===== src/rtl/lbp_engine.sv =====
// Local Binary Pattern engine: streams an IMG_W x IMG_H gray image and writes one 8-bit code per pixel.
// Optional build macro LBP_WINDOW_REUSE_EN enables sliding-window column reuse (3 reads instead of 9).
module lbp_engine #(
  parameter int IMG_W        = 128,
  parameter int IMG_H        = 128,
  parameter int PIX_W        = 8,
  parameter int ADDR_W       = 14,
  parameter int BORDER_WRITE = 1
) (
  input  logic              clk,
  input  logic              reset,
  output logic [ADDR_W-1:0] gray_addr,
  output logic              gray_req,
  input  logic              gray_ready,
  input  logic [PIX_W-1:0]  gray_data,
  output logic [ADDR_W-1:0] lbp_addr,
  output logic              lbp_valid,
  output logic [7:0]        lbp_data,
  output logic              finish
);

  localparam int XW = $clog2(IMG_W);
  localparam int YW = $clog2(IMG_H);
  localparam logic [XW-1:0]     X_LAST = XW'(IMG_W - 1);
  localparam logic [YW-1:0]     Y_LAST = YW'(IMG_H - 1);
  localparam logic [ADDR_W-1:0] W_A    = ADDR_W'(IMG_W);

  typedef enum logic [2:0] {IDLE, SCAN, FETCH, EMIT, DONE} state_t;

  state_t state_reg, state_next;

  logic [XW-1:0]     x_reg;
  logic [YW-1:0]     y_reg;
  logic [ADDR_W-1:0] lin_reg;
  logic [3:0]        cnt_reg;
  logic [ADDR_W-1:0] addr_reg;
  logic [PIX_W-1:0]  win_reg [0:2][0:2];
  logic [7:0]        code;
  logic              is_border;
  logic              is_last;
  logic              reuse_reg;
  logic              reuse_now;
  logic [3:0]        n_reads;
  logic [ADDR_W-1:0] nw_addr;

  // Window slot of read index k in the full fetch: centre first, then neighbours bit0..bit7.
  function automatic logic [1:0] nb_row(input logic [3:0] k);
    case (k)
      4'd1, 4'd2, 4'd3: nb_row = 2'd0;
      4'd0, 4'd4, 4'd5: nb_row = 2'd1;
      default:          nb_row = 2'd2;
    endcase
  endfunction

  function automatic logic [1:0] nb_col(input logic [3:0] k);
    case (k)
      4'd1, 4'd4, 4'd6: nb_col = 2'd0;
      4'd0, 4'd2, 4'd7: nb_col = 2'd1;
      default:          nb_col = 2'd2;
    endcase
  endfunction

  // A reuse fetch only reads the new right column, rows top to bottom.
  function automatic logic [1:0] rd_row(input logic [3:0] k, input logic reuse);
    rd_row = reuse ? k[1:0] : nb_row(k);
  endfunction

  function automatic logic [1:0] rd_col(input logic [3:0] k, input logic reuse);
    rd_col = reuse ? 2'd2 : nb_col(k);
  endfunction

  function automatic logic [ADDR_W-1:0] rd_addr(input logic [ADDR_W-1:0] nw,
                                                input logic [3:0] k, input logic reuse);
    logic [1:0]        r;
    logic [ADDR_W-1:0] roff;
    r = rd_row(k, reuse);
    case (r)
      2'd0:    roff = '0;
      2'd1:    roff = W_A;
      default: roff = W_A << 1;
    endcase
    rd_addr = nw + roff + ADDR_W'(rd_col(k, reuse));
  endfunction

  assign is_border = (x_reg == '0) || (y_reg == '0) || (x_reg == X_LAST) || (y_reg == Y_LAST);
  assign is_last   = (x_reg == X_LAST) && (y_reg == Y_LAST);
  assign n_reads   = reuse_reg ? 4'd3 : 4'd9;
  assign nw_addr   = lin_reg - W_A - ADDR_W'(1);

`ifdef LBP_WINDOW_REUSE_EN
  logic prev_int_reg;
  // Raster order guarantees that an interior predecessor sits at (x-1,y).
  assign reuse_now = prev_int_reg;
`else
  assign reuse_now = 1'b0;
  assign reuse_reg = 1'b0;
`endif

  always_ff @(posedge clk) begin
    if (!reset) state_reg <= IDLE;
    else        state_reg <= state_next;
  end

  always_comb begin
    state_next = state_reg;
    case (state_reg)
      IDLE:  if (gray_ready) state_next = SCAN;
      SCAN: begin
        if (!is_border)   state_next = FETCH;
        else if (is_last) state_next = DONE;
      end
      FETCH: if (cnt_reg == n_reads) state_next = EMIT;
      EMIT:  state_next = SCAN;
      DONE:  state_next = DONE;
      default: state_next = IDLE;
    endcase
  end

  always_comb begin
    gray_addr = addr_reg;
    gray_req  = (state_reg == FETCH) && (cnt_reg < n_reads);
    lbp_addr  = lin_reg;
    lbp_valid = (state_reg == EMIT) ||
                ((state_reg == SCAN) && is_border && (BORDER_WRITE != 0));
    lbp_data  = (state_reg == EMIT) ? code : 8'h00;
    finish    = (state_reg == DONE);
  end

  always_ff @(posedge clk) begin
    if (!reset) begin
      x_reg    <= '0;
      y_reg    <= '0;
      lin_reg  <= '0;
      cnt_reg  <= '0;
      addr_reg <= '0;
`ifdef LBP_WINDOW_REUSE_EN
      prev_int_reg <= 1'b0;
      reuse_reg    <= 1'b0;
`endif
    end else begin
      case (state_reg)
        IDLE: begin
          x_reg   <= '0;
          y_reg   <= '0;
          lin_reg <= '0;
        end
        SCAN: begin
          if (is_border) begin
`ifdef LBP_WINDOW_REUSE_EN
            prev_int_reg <= 1'b0;
`endif
            if (!is_last) begin
              lin_reg <= lin_reg + ADDR_W'(1);
              if (x_reg == X_LAST) begin
                x_reg <= '0;
                y_reg <= y_reg + YW'(1);
              end else begin
                x_reg <= x_reg + XW'(1);
              end
            end
          end else begin
            cnt_reg  <= '0;
            addr_reg <= rd_addr(nw_addr, 4'd0, reuse_now);
`ifdef LBP_WINDOW_REUSE_EN
            reuse_reg <= reuse_now;
`endif
          end
        end
        FETCH: begin
          cnt_reg <= cnt_reg + 4'd1;
          if (cnt_reg + 4'd1 < n_reads)
            addr_reg <= rd_addr(nw_addr, cnt_reg + 4'd1, reuse_reg);
        end
        EMIT: begin
          // Interior pixels are never at the row end, so only x advances here.
          x_reg   <= x_reg + XW'(1);
          lin_reg <= lin_reg + ADDR_W'(1);
`ifdef LBP_WINDOW_REUSE_EN
          prev_int_reg <= 1'b1;
`endif
        end
        default: ;
      endcase
    end
  end

  // Read data for index k returns while cnt_reg == k+1.
  always_ff @(posedge clk) begin
`ifdef LBP_WINDOW_REUSE_EN
    if ((state_reg == SCAN) && !is_border && reuse_now) begin
      for (int r = 0; r < 3; r++) begin
        win_reg[r][0] <= win_reg[r][1];
        win_reg[r][1] <= win_reg[r][2];
      end
    end
`endif
    if ((state_reg == FETCH) && (cnt_reg != 4'd0))
      win_reg[rd_row(cnt_reg - 4'd1, reuse_reg)][rd_col(cnt_reg - 4'd1, reuse_reg)] <= gray_data;
  end

  genvar gi;
  generate
    for (gi = 0; gi < 8; gi++) begin : g_code
      assign code[gi] = (win_reg[nb_row(4'(gi + 1))][nb_col(4'(gi + 1))] >= win_reg[1][1]);
    end
  endgenerate

endmodule


===== config.mk =====
export PLATFORM = sky130hd
export DESIGN_NAME = lbp_engine
export DESIGN_NICKNAME = d
export VERILOG_FILES = /design/src/rtl/lbp_engine.sv
export SDC_FILE = /design/constraint.sdc
export NUM_CORES = 1
export LEC_CHECK = 0
export BUFFER_PORTS_ARGS = -buffer_cell sky130_fd_sc_hd__buf_2
export CORE_ASPECT_RATIO = 1.25
export CORE_MARGIN = 8
export CORE_UTILIZATION = 55
export CTS_BUF_LIST = sky130_fd_sc_hd__clkbuf_16
export CTS_CLUSTER_DIAMETER = 30
export DETAILED_ROUTE_END_ITERATION = 7
export PLACE_DENSITY = 0.77
export SETUP_SLACK_MARGIN = 0.05
export SKIP_LAST_GASP = 1
export SLEW_MARGIN = 20
export SYNTH_ARGS = -nofsm -noshare
export SYNTH_HDL_FRONTEND = slang
export SYNTH_SLANG_ARGS = --single-unit
export TNS_END_PERCENT = 20

===== constraint.sdc =====
create_clock -name clk -period 3.2 [get_ports clk]
set_clock_uncertainty 0.15 [all_clocks]
set_input_delay 0.48 -clock clk [delete_from_list [all_inputs] [get_ports clk]]
set_output_delay 0.48 -clock clk [all_outputs]
set_load 0.1 [all_outputs]

==> results.toml, run 1 <==
[status]
status = "complete, no violations"

[worst_setup_path]
cp-end-kind = "output pin"
start_kind = "flip-flop"
cpPeakStageDelay_ns = 0.41
crit_type = "flip-flop to output pin"
cp_slowest_cell = "edfxtp_1"
path_cells = "ha_1 > nand2b_1 > a21o_1 > a21oi_1 > nor2b_1 > o21ai_0 > a21o_1 > a21oi_1 > buf_2"
crit_required_ns = 2.57
worstPathArrival_ns = 2.48
crit_fanout = 3

[placed_design]
dpl_cell_area_um2 = 7440
port-buffer-count = 49
gp_congestion = 0.911
place_hpwl_mm = 11.5
pre_cts_ws_ns = 0.0399
placed_cells = 905

[logic_synthesis]
ys_warn_count = 0
synth_xor_area_share_pct = 5.30
synthCells = 697
synth_compound_area_share_pct = 12.6
synth_edf_count = 72
netlist_area_um2 = 6940
synth_cell_types = 58
synth_mux_area_share_pct = 0.451
ys_ff_latch = 121
synth_top_family_by_area = "simple AND/OR/NAND/NOR gates"
synth.avg_cell_area_um2 = 9.96
synth_nets = 790
ys.flop_type = "edfxtp_1"
yosys.area_share.simple_pct = 17.4
async_reset_ff_share_pct = 0
ys_seq_area_share_pct = 45.3
synthAdderAreaFrac_pct = 14.9

[cells_and_area]
design_area_um2 = 8160
final_cells = 941
drive_gt1_share_pct = 18.6
area_growth_pct = 17.6
fill_cells = 952
post-route-util_pct = 65.3
largest_reg_flops = 72
mostFrequentLayoutCells = "nor2_1, ha_1, edfxtp_1, nand2_1, a21oi_1"
nets = 853
regArea_um2 = 3170
diodes = 0
multiInputGateArea_um2 = 3610

[clock_tree]
clk_path_buf_depth = 2
htreeDepth = 4
root_buffer = "clkbuf_16"
cts_sinks = 121
cts_hold_buf = 0
clk_latency_ns = 0.41
path_clk_slew_ns = 0.06
cts_made_buffers = 17
cts_tree = "built"

[grt]
grt_max_degree = 21
grt_usage_pct = 19.7
grt-ovfl-total = 0
antenna_found_initial = 0
grt_pass1_wl_mm = 25.7
grt_pass1_vias = 5534

[floorplanning]
io_pins = 50
die_w_um = 116
die_h_um = 142
die_area_um2 = 16500
initial_core_util_pct = 55.6
std_cell_rows = 46
core_um2 = 12500

[timing]
period_share_pct = 97.2
clock.fmax_mhz = 322
fin_crit_ns = 3.11
max_slew_margin_pct = 37.3
finalSetupViolations = 0
timing_hold_violations_final = 0
rsz0062_at_grt = "true"
whs_ns = 0.219
finalWorstSetupSlack_ns = 0.0901
tightestPinTransition_ns = 0.937
final_max_slew_viol_count = 0
setup-tns-final_ns = 0

[routing]
drt-vias-per-instance = 5.78
ant_nets = 0
drtIter0Drc = 374
drc = 0
wl_per_cell_um = 16.7
dr.max_layer_used = "met4"
wl_met1_mm = 6.10
drt_first_pass_iters = 5
wl_met3_um = 485
totalWireLength_mm = 15.7
num_vias = 5436
wl_met2_mm = 8.79

[pwr]
powerDensity_nw_per_um2 = 467
vdd_ir_drop_max_mv = 0.329
p_total_mw = 3.81
p_leak_nw = 3.26

[worst_hold_path]
hp-class = "input pin to flip-flop"

[flow_run]
max-cap-violations = 0
[worst max-delay path: cells and delay by family, from the launching register on]
kind | cells | cell delay (ns)
AO/OA/AOI/OAI | 5 | 0.87
flip-flops | 1 | 0.41
adder cells (fa/ha/maj) | 1 | 0.30
buffers and inverters | 1 | 0.29
AND/OR/NAND/NOR | 2 | 0.21
[timing repair]
| item | in CTS | in global routing |
|---|---|---|
| resized for setup | 0 | 37 |
| buffers inserted | 2 | 2 |
| pin swaps | 0 | 1 |
| endpoints found under the setup margin | 9 | 18 |
[logic make-up after synthesis]
| family | count (synthesis) |
|---|---|
| buffers and inverters | 63 |
| adder cells (fa/ha/maj) | 82 |
| flip-flops | 121 |
| multiplexers | 3 |
| AO/OA/AOI/OAI | 141 |
| AND/OR/NAND/NOR | 245 |
| XOR/XNOR | 42 |
[final timing paths]
kind                    end           from  cells past startpoint  slack [ns]
min reg2reg    gray_addr[6]   gray_addr[6]                      2        0.30
min          win_reg[2][19]   gray_data[3]                      1        0.22
max reg2reg   gray_addr[13]    lbp_addr[2]                     10        0.13
max             lbp_data[2]  win_reg[1][8]                      9        0.09
[power breakdown]
part | internal [mW] | switching, mW
clock network | 1.16 | 0.730
registers | 1.65 | 0.0100
logic | 0.0941 | 0.163
total | 2.91 | 0.903
[synthesized netlist by cell type, types with 7 or more instances]
| cell type | count | share of area (%) |
|---|---|---|
| a21o_1 | 19 | 2.1 |
| a21oi_1 | 46 | 3.3 |
| clkbuf_1 | 21 | 1.1 |
| dfxtp_1 | 49 | 14 |
| edfxtp_1 | 72 | 31 |
| ha_1 | 81 | 15 |
| inv_1 | 34 | 1.8 |
| nand2_1 | 54 | 2.9 |
| nand2b_1 | 13 | 1.2 |
| nand3_1 | 20 | 1.4 |
| nor2_1 | 78 | 4.2 |
| nor2b_1 | 13 | 1.2 |
| nor3_1 | 19 | 1.4 |
| nor4_1 | 14 | 1.3 |
| o211ai_1 | 7 | 0.76 |
| o21ai_0 | 37 | 2.7 |
| xnor2_1 | 30 | 3.8 |
| xor2_1 | 12 | 1.5 |
[routing by layer]
layer | global-route usage (%) | up-vias
met1 | 20.2 | 2642
met3 | 3.62 | 23
met2 | 37.6 | 121
met5 | 0 | -
li1 | - | 2650
met4 | 7.87 | 0
[area by class of cell]
class	count	share of cell area (%)
flip-flops and latches	121	38.8
well taps	168	2.58
multi-input cells	513	44.2
inverters	34	1.61
repair buffers	73	5.55
clock buffers	17	5.21
clock inverters	15	2.02
(Power assumes the default switching activity.)
==> run 2, diff against run 1 <==
--- a/config.mk
+++ b/config.mk
@@ -7,7 +7,7 @@
 export LEC_CHECK = 0
 export BUFFER_PORTS_ARGS = -buffer_cell sky130_fd_sc_hd__buf_2
 export CORE_ASPECT_RATIO = 1.25
-export CORE_MARGIN = 8
+export CORE_MARGIN = 4
 export CORE_UTILIZATION = 55
 export CTS_BUF_LIST = sky130_fd_sc_hd__clkbuf_16
 export CTS_CLUSTER_DIAMETER = 30
==> run 2 against run 1 <==
Clock power up 8%; final cell count down 0.53%; largest power group unchanged; final area is 0.32% higher; sequential power is essentially flat; critical path depth decreased by 3; setup slack worse by 0.023 ns; non-clock buffer count shrank 1; critical path type unchanged; combinational power is essentially flat.
==> results.toml, run 2 (same netlist as run 1, synthesis figures left out) <==
[pwr]
cellInternalPower_mw = 3.00
swShare_pct = 24.0
power.share.clock_pct = 51.5
vdd_ir_drop_max_mv = 0.356
p_leak_nw = 3.30
powerDensity_nw_per_um2 = 483
p_comb_share_pct = 6.5
power.net_switching_uw = 949
power_frac_seq_pct = 42.0

[worst_hold_path]
hp-class = "input pin to flip-flop"
hold_depth = 1
worstHoldStart = "gray_data[3]"
holdPathEnd = "win_reg[2][19]"

[cells_and_area]
diodes = 0
largest_reg_flops = 72
mostFrequentLayoutCells = "nor2_1, ha_1, edfxtp_1, nand2_1, a21oi_1"
area_growth_pct = 18.0
nets = 852
drive_gt1_share_pct = 18.7

[grt]
grt_usage_pct = 22.3
globalRouteMet2Util_pct = 42.3
grt_pass1_vias = 5553
gr-usage-met3_pct = 4.22
antenna_found_initial = 0
grt-ovfl-total = 0
use_met1_pct = 23.6
grt_max_degree = 17
grt_pass1_wl_mm = 25.8
grt.busiest_layer = "met2"

[placed_design]
gp_congestion = 0.868
port-buffer-count = 49
place_hpwl_mm = 11.4
pre_cts_ws_ns = -0.0216

[routing]
ant_nets = 0
totalWireLength_mm = 15.8
num_vias = 5417
drc = 0
drtIter0Drc = 348
drt_first_pass_iters = 6
drt-vias-per-instance = 5.79
wl_per_cell_um = 16.8

[worst_setup_path]
cp-end-kind = "output pin"
crit_fanout = 5
worstPathArrival_ns = 2.50
crit_required_ns = 2.57
crit_type = "flip-flop to output pin"
start_kind = "flip-flop"
timing.rr.end = "gray_addr[10]"
rr_startpoint = "lbp_addr[2]"
r2r_cells = 10
rrSetupSlack_ns = 0.11

[flow_run]
max-cap-violations = 0

[clock_tree]
htreeDepth = 4
clk_path_buf_depth = 2
cts_hold_buf = 0
cts_made_buffers = 17
clk_latency_ns = 0.41
root_buffer = "clkbuf_16"
path_clk_slew_ns = 0.06
cts_sinks = 121
cts_tree = "built"

[timing]
rsz0062_at_grt = "true"
clock.fmax_mhz = 319
max_slew_margin_pct = 37.8
final_max_slew_viol_count = 0
finalSetupViolations = 0
whs_ns = 0.221
finalWorstSetupSlack_ns = 0.0673
tightestPinTransition_ns = 0.930
timing_hold_violations_final = 0
period_share_pct = 97.9
fin_crit_ns = 3.13

[floorplanning]
die_h_um = 134
initial_core_util_pct = 56.6
die_area_um2 = 14500
core_um2 = 12300
die_w_um = 108
std_cell_rows = 45
io_pins = 50

[status]
status = "complete, no violations"
run 2: power by group through the flow:
stage / Clock [mW] / Sequential, mW / Combinational, mW
2_1_floorplan: 0 / 1.71 / 0.153
3_3_place_gp: 0 / 1.69 / 0.229
3_5_place_dp: 0 / 1.69 / 0.236
4_1_cts: 2.06 / 1.66 / 0.237
5_1_grt: 2.13 / 1.66 / 0.280
6_report: 2.04 / 1.66 / 0.256
run 2: metal layers:
layer	up-vias	share of wire, %
met1	2556	38
met2	177	55
met3	45	3.8
met4	0	2.9
met5	-	0
li1	2639	-
run 2: cell type report:
class | instances | area [um2]
Inverter | 34 | 131
Fill cell | 984 | 4090
Clock buffer | 17 | 425
Tap cell | 164 | 205
Timing Repair Buffer | 72 | 453
Clock inverter | 15 | 201
Multi-Input combinational cell | 513 | 3600
Sequential cell | 121 | 3170
run 2: how the worst max path moves through the flow:
stage,startpoint,to,slack [ns],depth (start not counted)
finish,y_reg[1],lbp_valid,0.07,6
global route,lbp_addr[2],gray_addr[10],-0.03,10
CTS,cnt_reg[0],gray_addr[10],-0.01,13
detailed placement,cnt_reg[0],gray_addr[10],-0.02,13
global placement,cnt_reg[0],gray_addr[12],0.17,13
floorplan,win_reg[1][8],lbp_data[1],-0.22,8
run 2: what timing repair did:
item	in CTS	in global routing
gates cloned	0	0
pin swaps	0	2
endpoints found under the setup margin	9	16
buffers inserted	0	2
gates resized for setup	7	30
run 2: worst max-delay path: stages, from the launching register on:
cell and delay [ns]:
dfxtp_1 0.40, ha_1 0.22, nand2_1 0.07, or3_1 0.42, and4_1 0.28, a21oi_1 0.23
buf_2 0.47
run 2: metrics by stage:
step           cells  setup TNS, ns  total power [mW]  util, %  cell area [um2]
3_5_place_dp     902        -0.0216              1.93     60.7             7450
6_report         936              0              3.95     66.7             8190
2_1_floorplan    697          -1.85              1.86        -             6990
4_1_cts          934        -0.0166              3.96     65.9             8090
3_3_place_gp     902              0              1.92     60.7             7450
5_1_grt          936        -0.0980              4.07     66.7             8190
==> run 3, diff against run 2 <==
--- a/config.mk
+++ b/config.mk
@@ -5,9 +5,10 @@
 export SDC_FILE = /design/constraint.sdc
 export NUM_CORES = 1
 export LEC_CHECK = 0
+export ABC_AREA = 1
 export BUFFER_PORTS_ARGS = -buffer_cell sky130_fd_sc_hd__buf_2
 export CORE_ASPECT_RATIO = 1.25
-export CORE_MARGIN = 4
+export CORE_MARGIN = 3
 export CORE_UTILIZATION = 55
 export CTS_BUF_LIST = sky130_fd_sc_hd__clkbuf_16
 export CTS_CLUSTER_DIAMETER = 30
==> run 3 against run 2 <==
Sequential power is 5% higher; die area is 1.7% lower; worst hold slack better by 0.015 ns; sequential share of layout area is 0.48 points lower; via count is 4.4% higher; largest power group unchanged; highest routed layer unchanged.
==> results.toml, run 3 <==
[status]
status = "complete, no violations"

[cells_and_area]
diodes = 0
design_area_um2 = 8240
post-route-util_pct = 66.8
nets = 969
mostFrequentLayoutCells = "nand2_1, inv_1, ha_1, a21oi_1, edfxtp_1"
final_cells = 1053
drive_gt1_share_pct = 17.1
largest_reg_flops = 72
final_common_cell = "nand2_1"
fill_cells = 975
area_growth_pct = 16.6

[clock_tree]
clk_latency_ns = 0.42
htreeDepth = 4
cts_sinks = 121
postCtsSetupRepairBufs = 0
cts_made_buffers = 17
root_buffer = "clkbuf_16"
path_clk_slew_ns = 0.06
cts_tree = "built"
cts_hold_buf = 0
clk_path_buf_depth = 2

[timing]
timing_hold_violations_final = 0
fin_crit_ns = 3.09
setup-tns-final_ns = 0
clock.fmax_mhz = 324
tightestPinTransition_ns = 0.739
finalWorstSetupSlack_ns = 0.113
rsz0062_at_grt = "true"
whs_ns = 0.237
final_max_slew_viol_count = 0
max_slew_margin_pct = 50.5
period_share_pct = 96.5
finalSetupViolations = 0

[worst_setup_path]
crit_required_ns = 2.57
path_cells = "clkinvlp_4 > ha_1 > a21o_1 > a21oi_1 > o21ai_0 > a21oi_1 > nor2_1 > o21ai_0 > inv_1 > clkbuf_4"
rr_startpoint = "cnt_reg[1]"
cp_top_family = "compound AO/OA/AOI/OAI gates"
cp-end-kind = "output pin"
cpPeakStageDelay_ns = 0.37
crit_type = "flip-flop to output pin"
cp-startpoint = "win_reg[1][10]"
timing.critical_path.buf_inv = 3
cp_slowest_cell = "edfxtp_1"
worstPathArrival_ns = 2.46
start_kind = "flip-flop"
crit_fanout = 8

[routing]
wl_per_cell_um = 14.3
totalWireLength_mm = 15.1
drt-vias-per-instance = 5.37
ant_nets = 0
drtIter0Drc = 313
num_vias = 5657
drc = 0
drt_first_pass_iters = 5

[logic_synthesis]
synth_nets = 897
synth_most_common_cell = "nand2_1"
async_reset_ff_share_pct = 0
synth.avg_cell_area_um2 = 8.79
ys_ff_latch = 121
ys_warn_count = 0
synth_cell_types = 42
synth.area.top_cells = "edfxtp_1, ha_1, dfxtp_1"
netlist_area_um2 = 7070
synth_edf_count = 72
synth_area_leader_cell = "edfxtp_1"
synthCells = 804
synth_top_area_share_pct = 30.6
ys.flop_type = "edfxtp_1"
synthTopCellsByCount = "nand2_1, inv_1, ha_1"
ys_seq_area_share_pct = 44.5

[worst_hold_path]
worstHoldStart = "gray_data[5]"
hp-class = "input pin to flip-flop"

[pwr]
vdd_ir_drop_max_mv = 0.346
p_total_mw = 4.84
p_leak_nw = 3.62
powerDensity_nw_per_um2 = 588

[grt]
grt_pass1_vias = 5326
grt-ovfl-total = 0
grt_max_degree = 28
grt_usage_pct = 22.0
antenna_found_initial = 0
grt_pass1_wl_mm = 24.8

[placed_design]
dpl_cell_area_um2 = 7560
pre_cts_ws_ns = 0.0437
port-buffer-count = 49
place_hpwl_mm = 11.1
gp_congestion = 0.847
placed_cells = 1021

[floorplanning]
core_um2 = 12300
die_h_um = 133
io_pins = 50
die_area_um2 = 14300
std_cell_rows = 45
die_w_um = 107
initial_core_util_pct = 57.3

[flow_run]
max-cap-violations = 0
==> run 3: cell types whose count changed after synthesis, moves of 8 or more <==
cell	previous run	this run
nor4_1	14	1
nand2_1	54	143
nand2b_1	13	0
a21oi_1	46	72
nor2b_1	13	0
nor2_1	78	60
nand4_1	4	18
a21o_1	19	1
clkbuf_1	21	3
xnor2_1	30	3
nand2_2	0	8
nand3_1	20	28
inv_1	34	115
==> run 3: cells by family (layout without fill, tap and decap cells) <==
kind of cell               count (synthesis)  in the layout  synth area share, %
AOI/OAI and AO/OA                        152            152                 12.2
muxes                                      1              1                0.142
buffers and inverters                    134            219                 7.67
adders and majority gates                 82             82                 14.6
and+or+nand+nor                          303            303                 19.5
xor gates and xnor gates                  11             11                 1.36
DFF                                      121            121                 44.5
==> run 3: worst register-to-register path: stages, from the launching register on <==
cell and delay (ns):
dfxtp_2 0.36, nand3_1 0.11, xor2_1 0.18, or2_2 0.30
a21oi_1 0.13, inv_1 0.08, o21ai_1 0.09, ha_2 0.20
inv_1 0.05, fa_2 0.34, inv_2 0.08, nand2_1 0.06
nor3_2 0.15, nand2_1 0.10, o21ai_1 0.13, nand2_1 0.08
nand2_1 0.08, nand3_1 0.07, nand3_1 0.08, nand2_1 0.05
inv_1 0.05
==> run 3: area by class of cell <==
cell class,instances,area [um2],area share (%)
Inverter,122,465,5.65
Sequential cell,121,3150,38.2
Multi-Input combinational cell,549,3410,41.4
Clock inverter,15,198,2.40
Tap cell,164,205,2.49
Clock buffer,17,425,5.16
Timing Repair Buffer,65,388,4.71
==> run 3: routing by layer <==
layer | part of all wire, % | wire [um] | global-route usage, % | vias up
li1 | - | - | - | 2893
met1 | 41 | 6110 | 25.2 | 2608
met2 | 54 | 8090 | 39.6 | 127
met3 | 4.1 | 623 | 4.54 | 29
met4 | 1.7 | 260 | 8.49 | 0
met5 | 0 | 0 | 0 | -
==> run 3: power by group <==
| part | total (mW) | switching (mW) | internal, mW |
|---|---|---|---|
| logic | 1.08 | 0.817 | 0.264 |
| registers | 1.75 | 0.0439 | 1.71 |
| clock network | 2.01 | 0.709 | 1.30 |
| total | 4.84 | 1.57 | 3.27 |
==> run 3: timing repair <==
action | CTS | global route
endpoints found under the setup margin | 2 | 9
pin swaps | 0 | 2
resized for setup | 1 | 23
==> run 3: final timing paths <==
check,endpoint,slack [ns],cells past startpoint
worst max register to register,gray_addr[12],0.22,20
worst max-delay path,lbp_data[6],0.11,10
worst min register to register,y_reg[6],0.32,2
worst min-delay path,win_reg[2][21],0.24,1
